File: src/rtl/vga_text_pkg.sv
// Shared geometry, character codes and controller state encoding for the text console.
package vga_text_pkg;

  // Default display geometry: 8x8 character cells.
  localparam int unsigned H_DISP     = 1280;
  localparam int unsigned V_DISP     = 1024;
  localparam int unsigned X_LIMIT    = H_DISP / 8;
  localparam int unsigned Y_LIMIT    = V_DISP / 8;
  localparam int unsigned ADDR_LIMIT = X_LIMIT * Y_LIMIT;
  localparam int unsigned ADDR_WIDTH = $clog2(ADDR_LIMIT);

  // Control characters recognised by the console.
  localparam logic [7:0] CHAR_LF    = 8'h0A;
  localparam logic [7:0] CHAR_CR    = 8'h0D;
  localparam logic [7:0] CHAR_BS    = 8'h08;
  localparam logic [7:0] CHAR_SPACE = 8'h20;

  typedef enum logic [1:0] {
    IDLE     = 2'd0,
    SCROLL   = 2'd1,
    CLR_LINE = 2'd2,
    CLR_ALL  = 2'd3
  } ctrl_state_t;

endpackage

File: src/rtl/text_console_ctrl_fill_seq.sv
// Span filler: walks a run of consecutive text-buffer addresses, one per cycle.
// A go pulse takes priority over reset so the controller can restart a clear on
// the same edge that resets everything else.
module text_fill_seq #(
  parameter  int unsigned addr_width = 4,
  localparam int unsigned cnt_width  = addr_width + 1
) (
  input  logic                  clk,
  input  logic                  reset,
  input  logic                  go_i,
  input  logic [addr_width-1:0] start_i,
  input  logic [cnt_width-1:0]  len_i,
  output logic                  active_o,
  output logic [addr_width-1:0] addr_o,
  output logic                  done_o
);

  logic                  active_q;
  logic                  last_q;
  logic [addr_width-1:0] addr_q;
  logic [cnt_width-1:0]  rem_q;

  // Load a span on go, otherwise step the address and count down remaining cells.
  always_ff @(posedge clk) begin
    if (go_i) begin
      active_q <= (len_i != '0);
      addr_q   <= start_i;
      rem_q    <= len_i;
      last_q   <= (len_i == cnt_width'(1));
    end else if (reset) begin
      active_q <= 1'b0;
      addr_q   <= '0;
      rem_q    <= '0;
      last_q   <= 1'b0;
    end else if (active_q) begin
      if (last_q) begin
        active_q <= 1'b0;
        last_q   <= 1'b0;
        rem_q    <= '0;
      end else begin
        addr_q <= addr_q + addr_width'(1);
        rem_q  <= rem_q - cnt_width'(1);
        last_q <= (rem_q == cnt_width'(2));
      end
    end
  end

  assign active_o = active_q;
  assign addr_o   = addr_q;
  assign done_o   = last_q;

endmodule

File: src/rtl/text_console_ctrl.sv
// Text console sequencer: turns a valid/ready byte stream into text-buffer writes,
// tracks the cursor, and scrolls by rotating the ring-buffer origin.
module text_console_ctrl
  import vga_text_pkg::*;
#(
  parameter  int unsigned h_disp         = H_DISP,
  parameter  int unsigned v_disp         = V_DISP,
  parameter  bit          CLEAR_ON_RESET = 1'b1,
  localparam int unsigned x_limit        = h_disp / 8,
  localparam int unsigned y_limit        = v_disp / 8,
  localparam int unsigned addr_limit     = x_limit * y_limit,
  localparam int unsigned addr_width     = $clog2(addr_limit),
  localparam int unsigned cx_width       = $clog2(x_limit),
  localparam int unsigned cy_width       = $clog2(y_limit)
) (
  input  logic                  clk,
  input  logic                  reset,
  input  logic                  in_valid,
  input  logic [7:0]            in_char,
  output logic                  in_ready,
  input  logic                  clear_req,
  output logic [addr_width-1:0] addr_init,
  output logic [addr_width-1:0] addr_write,
  output logic                  write_enable,
  output logic [7:0]            char_write,
  output logic [cx_width-1:0]   cursor_x,
  output logic [cy_width-1:0]   cursor_y,
  output logic                  busy
);

  localparam int unsigned                 cnt_width     = addr_width + 1;
  localparam logic [cx_width-1:0]         CX_LAST       = cx_width'(x_limit - 1);
  localparam logic [cy_width-1:0]         CY_LAST       = cy_width'(y_limit - 1);
  localparam logic [addr_width-1:0]       LAST_ROW_BASE = addr_width'((y_limit - 1) * x_limit);
  localparam logic [cnt_width-1:0]        ADDR_LIMIT_W  = cnt_width'(addr_limit);
  localparam logic [cnt_width-1:0]        X_LIMIT_W     = cnt_width'(x_limit);
  localparam ctrl_state_t                 RESET_STATE   = CLEAR_ON_RESET ? CLR_ALL : IDLE;

  ctrl_state_t           state_q, state_d;
  logic                  busy_q;
  logic [addr_width-1:0] addr_init_q, addr_init_d;
  logic [addr_width-1:0] addr_write_q, addr_write_d;
  logic                  we_q, we_d;
  logic [7:0]            char_q, char_d;
  logic [cx_width-1:0]   cx_q, cx_d;
  logic [cy_width-1:0]   cy_q, cy_d;

  logic                  in_ready_c;
  logic [addr_width-1:0] row_base_c;
  logic [cx_width-1:0]   cx_dec_c;
  logic [cnt_width-1:0]  scroll_sum_c;
  logic [addr_width-1:0] scroll_addr_c;

  logic                  fill_go_c;
  logic [addr_width-1:0] fill_start_c;
  logic [cnt_width-1:0]  fill_len_c;
  logic                  fill_active;
  logic [addr_width-1:0] fill_addr;
  logic                  fill_done;

  // Handshake and address arithmetic shared by the next-state logic.
  always_comb begin
    in_ready_c    = (state_q == IDLE) && !clear_req;
    row_base_c    = addr_width'(cy_q) * addr_width'(x_limit);
    cx_dec_c      = cx_q - cx_width'(1);
    scroll_sum_c  = {1'b0, addr_init_q} + X_LIMIT_W;
    scroll_addr_c = (scroll_sum_c >= ADDR_LIMIT_W) ? addr_width'(scroll_sum_c - ADDR_LIMIT_W)
                                                   : addr_width'(scroll_sum_c);
  end

  // Start the filler on the edge that enters CLR_ALL (reset or clear) or CLR_LINE (leaving SCROLL).
  always_comb begin
    if (reset) begin
      fill_go_c = CLEAR_ON_RESET;
    end else begin
      fill_go_c = ((state_q == IDLE) && clear_req) || (state_q == SCROLL);
    end
    if (!reset && (state_q == SCROLL)) begin
      fill_start_c = LAST_ROW_BASE;
      fill_len_c   = X_LIMIT_W;
    end else begin
      fill_start_c = '0;
      fill_len_c   = ADDR_LIMIT_W;
    end
  end

  text_fill_seq #(
    .addr_width(addr_width)
  ) u_fill (
    .clk      (clk),
    .reset    (reset),
    .go_i     (fill_go_c),
    .start_i  (fill_start_c),
    .len_i    (fill_len_c),
    .active_o (fill_active),
    .addr_o   (fill_addr),
    .done_o   (fill_done)
  );

  // Next-state, cursor and write-port decisions.
  always_comb begin
    state_d      = state_q;
    addr_init_d  = addr_init_q;
    addr_write_d = addr_write_q;
    we_d         = 1'b0;
    char_d       = char_q;
    cx_d         = cx_q;
    cy_d         = cy_q;

    case (state_q)
      IDLE: begin
        if (clear_req) begin
          state_d     = CLR_ALL;
          addr_init_d = '0;
          cx_d        = '0;
          cy_d        = '0;
        end else if (in_valid) begin
          case (in_char)
            CHAR_LF: begin
              cx_d = '0;
              if (cy_q < CY_LAST) cy_d = cy_q + cy_width'(1);
              else                state_d = SCROLL;
            end
            CHAR_CR: begin
              cx_d = '0;
            end
            CHAR_BS: begin
              if (cx_q != '0) begin
                cx_d         = cx_dec_c;
                we_d         = 1'b1;
                addr_write_d = row_base_c + addr_width'(cx_dec_c);
                char_d       = CHAR_SPACE;
              end
            end
            default: begin
              we_d         = 1'b1;
              addr_write_d = row_base_c + addr_width'(cx_q);
              char_d       = in_char;
              if (cx_q < CX_LAST) begin
                cx_d = cx_q + cx_width'(1);
              end else begin
                cx_d = '0;
                if (cy_q < CY_LAST) cy_d = cy_q + cy_width'(1);
                else                state_d = SCROLL;
              end
            end
          endcase
        end
      end

      SCROLL: begin
        addr_init_d = scroll_addr_c;
        state_d     = CLR_LINE;
      end

      CLR_LINE, CLR_ALL: begin
        if (state_q == CLR_ALL) begin
          cx_d = '0;
          cy_d = '0;
        end
        if (fill_active) begin
          we_d         = 1'b1;
          addr_write_d = fill_addr;
          char_d       = CHAR_SPACE;
        end
        if (fill_done || !fill_active) state_d = IDLE;
      end

      default: state_d = IDLE;
    endcase
  end

  // Controller state and all registered outputs.
  always_ff @(posedge clk) begin
    if (reset) begin
      state_q      <= RESET_STATE;
      busy_q       <= (RESET_STATE != IDLE);
      addr_init_q  <= '0;
      addr_write_q <= '0;
      we_q         <= 1'b0;
      char_q       <= '0;
      cx_q         <= '0;
      cy_q         <= '0;
    end else begin
      state_q      <= state_d;
      busy_q       <= (state_d != IDLE);
      addr_init_q  <= addr_init_d;
      addr_write_q <= addr_write_d;
      we_q         <= we_d;
      char_q       <= char_d;
      cx_q         <= cx_d;
      cy_q         <= cy_d;
    end
  end

  assign in_ready     = in_ready_c;
  assign addr_init    = addr_init_q;
  assign addr_write   = addr_write_q;
  assign write_enable = we_q;
  assign char_write   = char_q;
  assign cursor_x     = cx_q;
  assign cursor_y     = cy_q;
  assign busy         = busy_q;

endmodule
File: config.mk
export PLATFORM = sky130hd
export DESIGN_NAME = text_console_ctrl
export DESIGN_NICKNAME = d
export VERILOG_FILES = /design/src/rtl/vga_text_pkg.sv /design/src/rtl/text_console_ctrl_fill_seq.sv /design/src/rtl/text_console_ctrl.sv
export SDC_FILE = /design/constraint.sdc
export NUM_CORES = 1
export LEC_CHECK = 0
export CORE_AREA = 2 2 106 108
export CTS_CLUSTER_SIZE = 28
export DETAILED_ROUTE_END_ITERATION = 12
export DIE_AREA = 0 0 108 110
export PLACE_DENSITY = 0.73
export SYNTH_ARGS = -nofsm -noshare
export SYNTH_HDL_FRONTEND = slang
export SYNTH_SLANG_ARGS = --single-unit
File: constraint.sdc
create_clock -name clk -period 4 [get_ports clk]
set_clock_uncertainty 0.1 [all_clocks]
set_input_delay 1 -clock clk [delete_from_list [all_inputs] [get_ports clk]]
set_output_delay 1 -clock clk [all_outputs]
set_load 0.02 [all_outputs]
==> results.md <==
- The initial antenna violation count is 0.
- Across all layers, the routed design uses 4,817 vias.
- In this run the cell area of the synthesized design comes to 5330 sq um.
- The fraction of the core area covered by cells at the end of the flow is 59.8%.
- The count of non-filler cells in the finished layout is 825.
- Setup repair after global routing left no endpoint under its margin.
- The clock transition at the registers of the reported paths is 0.09 ns.
- The final net count is 718.
- Along the worst path, the maximum fanout reaches 3.
- The H-tree generated during clock tree synthesis spans 3 levels.
- The completed layout was analyzed and its total power is 2.18 mW.
- The overall global routing resource usage is 23.0%.
- For this run, asynchronously set or reset flops after synthesis account for 0%.
- Walking the worst path, the cells encountered are clkdlybuf4s50_1, or4b_1, or2_4, nor2_2, xor2_1, buf_4, ha_1, a21o_1, a21oi_4, nor4_4, xor3_1, o211ai_1, a21oi_1.
- The reported leakage power is 2.51 nW.
- After layout, the minimum clock period comes to 3.87 ns.
- At the end of routability-driven placement, the weighted congestion stood at 0.919.
- After detailed routing, the average wire length per cell comes to 16.1 um.
- The fraction of final layout cells sized beyond drive strength 1 is 9.49%.
- From left edge to right edge, the die measures 108 um.
- The number of global-route vias before repair is 4,498.
- The source-to-sink clock delay at the later pin of the worst-skew pair is 0.38 ns.
- The critical path class is primary input to flip-flop.
- Among all flip-flop cells after synthesis, the most frequent one is sky130_fd_sc_hd__dfxtp_1.
- The clock net in this run drives a total of 85 sinks.
- The longest individual stage delay on the worst path is 0.54 ns.
- The area of combinational cells with multiple inputs is 3140 sq um.
- Compared with the post-synthesis result, the final layout area differs by 19.9%.
- Counting flops with a built-in enable in the synthesized netlist gives 32.
- For this run, the detailed router's first-pass iteration total came to 5.
- The number of nets with antenna violations after detailed routing is 0.
- The run finished with clean final reports.
- After synthesis, flip-flops and latches occupy 37.9% of the total area.
- The filler cell count is 937.
- The I/O pin count is 68.
- In the final layout, flip-flops and latches occupy 2020 sq um.
- Port buffering added 62 buffers.
- The wire length of the first global-routing pass is 21,700 um.
- The initial DRC count is 328.
- The worst-case IR drop observed on VDD is 267 uV.
- Including well taps, the total number of placed cells is 807.
- After synthesis, the mean cell area works out to 8.63 sq um.
- In this run the cell area measured after placement is 6150 sq um.
- Hold is met by 0.358 ns.
- Across the run, the number of max-cap violations was 0.
- The most common library cell in the layout ignoring fill and taps is sky130_fd_sc_hd__clkdlybuf4s50_1.
- The number of vias per cell is 5.84.
- The aggregate global routing overflow is 0.
- The data required time of the worst path is 4.14 ns.
- Entering global routing, the biggest net connects 40 pins.
- Timing would allow up to 258 MHz.
- The slew at the pin closest to its max-slew limit is 0.966 ns.
- The number of placement rows is 38.
- The synthesized design contains 85 register bits.
- For this configuration, the core starts out at a cell density of 49.8%.
- The total length of routed wires is 13,300 um.
- The number of warning messages in the yosys log is 0.
- The kind of launch point of the worst setup path is a primary input.
- The count of inserted antenna diode cells is 0.
- The number of failing hold endpoints at the final stage is 0.
- CTS placed an instance of sky130_fd_sc_hd__clkbuf_8 at the clock tree root.
- The floorplan step defined a die boundary enclosing 11,900 sq um.
- The placed wire-length estimate is 9530 um.
- The data arrival time of the critical path is 4.01 ns.
- After detailed routing, the number of remaining DRC violations is 0.
- The unique cell type count in the Yosys netlist is 75.
- STA classifies the critical path endpoint as a flip-flop.
- After clock tree synthesis, the flow added hold-fix buffers numbering 0.
- Leaving out fill and tap cells, the most frequent cells in the layout are sky130_fd_sc_hd__clkdlybuf4s50_1, sky130_fd_sc_hd__nor2_1, sky130_fd_sc_hd__nand2_1.
- The count of pins over their slew limit is 0.
- Setup violations remaining at the end of the flow were counted as 0.
- On the critical path, the stage with the largest delay is an instance of sky130_fd_sc_hd__or4b_1.
- The area of the core region is 10,700 sq um.
- The synthesized instance count is 618.
- Counting the buffers created by CTS gives 9.
- The power density over the cells is 342 nW/um^2.
- The buffering stage count on the worst path with inverters included is 2.
- The type of the tightest min-delay check is flip-flop to flip-flop.
- The die boundary height is 110 um.
- The fraction of the cycle the final worst path needs is 96.7%.
- Headroom to the max-slew limit came out at 35.6%.
- The family of cells with the greatest summed delay on the critical path is simple AND/OR/NAND/NOR gates.
- In this run the deepest clock path goes through 2 buffers.
- The CTS tree is yes.
- Once layout is done, the placed cells without fillers occupy 6390 sq um.
==> final cells by class <==
class | count | share of cell area, %
clock buffer | 10 | 2.15
multi-input combinational | 482 | 49.1
inverter | 15 | 0.881
timing repair buffer | 87 | 12.6
clock inverter | 6 | 0.841
sequential | 85 | 31.6
tap | 140 | 2.74
==> flip-flops by register name, indices dropped and copies added (netlist names) <==
signal and flops:
u_fill.rem_q 16, u_fill.addr_o 15, state_q 2, addr_init 10
write_enable 1, cursor_x 8, u_fill.active_o 1, cursor_y 7
u_fill.done_o 1, char_write 8, addr_write 15, busy 1
==> report_power, final <==
part           internal, mW  switching, mW
clock network         0.253          0.346
logic                 0.214          0.271
registers              1.01         0.0935
==> worst register-to-register path, delay by kind of cell (launching register included) <==
kind / cells / cell delay (ns)
AOI/OAI and AO/OA: 4 / 0.61
DFF: 1 / 0.39
xor gates and xnor gates: 2 / 0.55
and+or+nand+nor: 5 / 0.97
adders and majority gates: 2 / 0.45
buffers and inverters: 2 / 0.35
==> cell usage after synthesis (all sizes together), types with 4 or more instances <==
cell type	n	share of area, %
a211o	5	0.82
a211oi	7	0.99
a21o	9	1.3
a21oi	33	3.1
a22oi	7	0.99
and2	6	0.70
and3	17	2.0
buf	9	1.2
clkbuf	31	2.2
dfxtp	53	20
edfxtp	32	18
ha	24	5.6
inv	15	1.1
nand2	59	4.2
nand2b	10	1.2
nand3	32	3.0
nand3b	7	0.99
nand4b	4	0.66
nor2	61	4.4
nor2b	5	0.59
nor3	23	2.2
nor4	9	1.1
o21ai	39	3.7
or2	6	0.70
or3	10	1.2
or4	4	0.56
xnor2	23	3.8
xor2	21	3.4
==> cell families after synthesis <==
logic type	Yosys count	synth area share [%]
fa+ha+maj	26	6.38
xor+xnor	45	7.67
simple gates	267	25.7
buf+inv	55	4.41
compound gates	134	16.9
other cells	1	0.0703
mux	5	0.986
flops	85	37.9
==> metal layers <==
metal / GRT usage [%] / vias to the layer above / wire [um]
li1: - / 2351 / -
met1: 30.4 / 2315 / 6110
met2: 38.3 / 131 / 6330
met3: 3.23 / 20 / 604
met4: 8.88 / 0 / 264
met5: 0 / - / 0
==> through the flow <==
step	TNS, ns	setup slack [ns]
after detailed placement	-1.30	-0.310
after floorplan	0	0.0255
final	0	0.131
after global placement	-0.530	-0.154
after CTS	0	0.0991
after global routing	0	0.0127
==> worst paths after layout <==
kind / from / end / slack (ns) / cells after the start
worst min-delay path: char_write[1] / char_write[1] / 0.36 / 2
worst max register to register: cursor_x[0] / addr_write[12] / 0.44 / 15
worst max-delay path: in_char[6] / addr_write[12] / 0.13 / 13
worst min register to register: char_write[1] / char_write[1] / 0.36 / 2
==> what timing repair did <==
| action | in CTS | in global routing |
|---|---|---|
| gates resized for setup | 0 | 7 |
| endpoints found under the setup margin | 0 | 3 |
| hold endpoints to repair | 0 | 0 |
| setup buffers | 0 | 2 |
(Power assumes the default switching activity.)
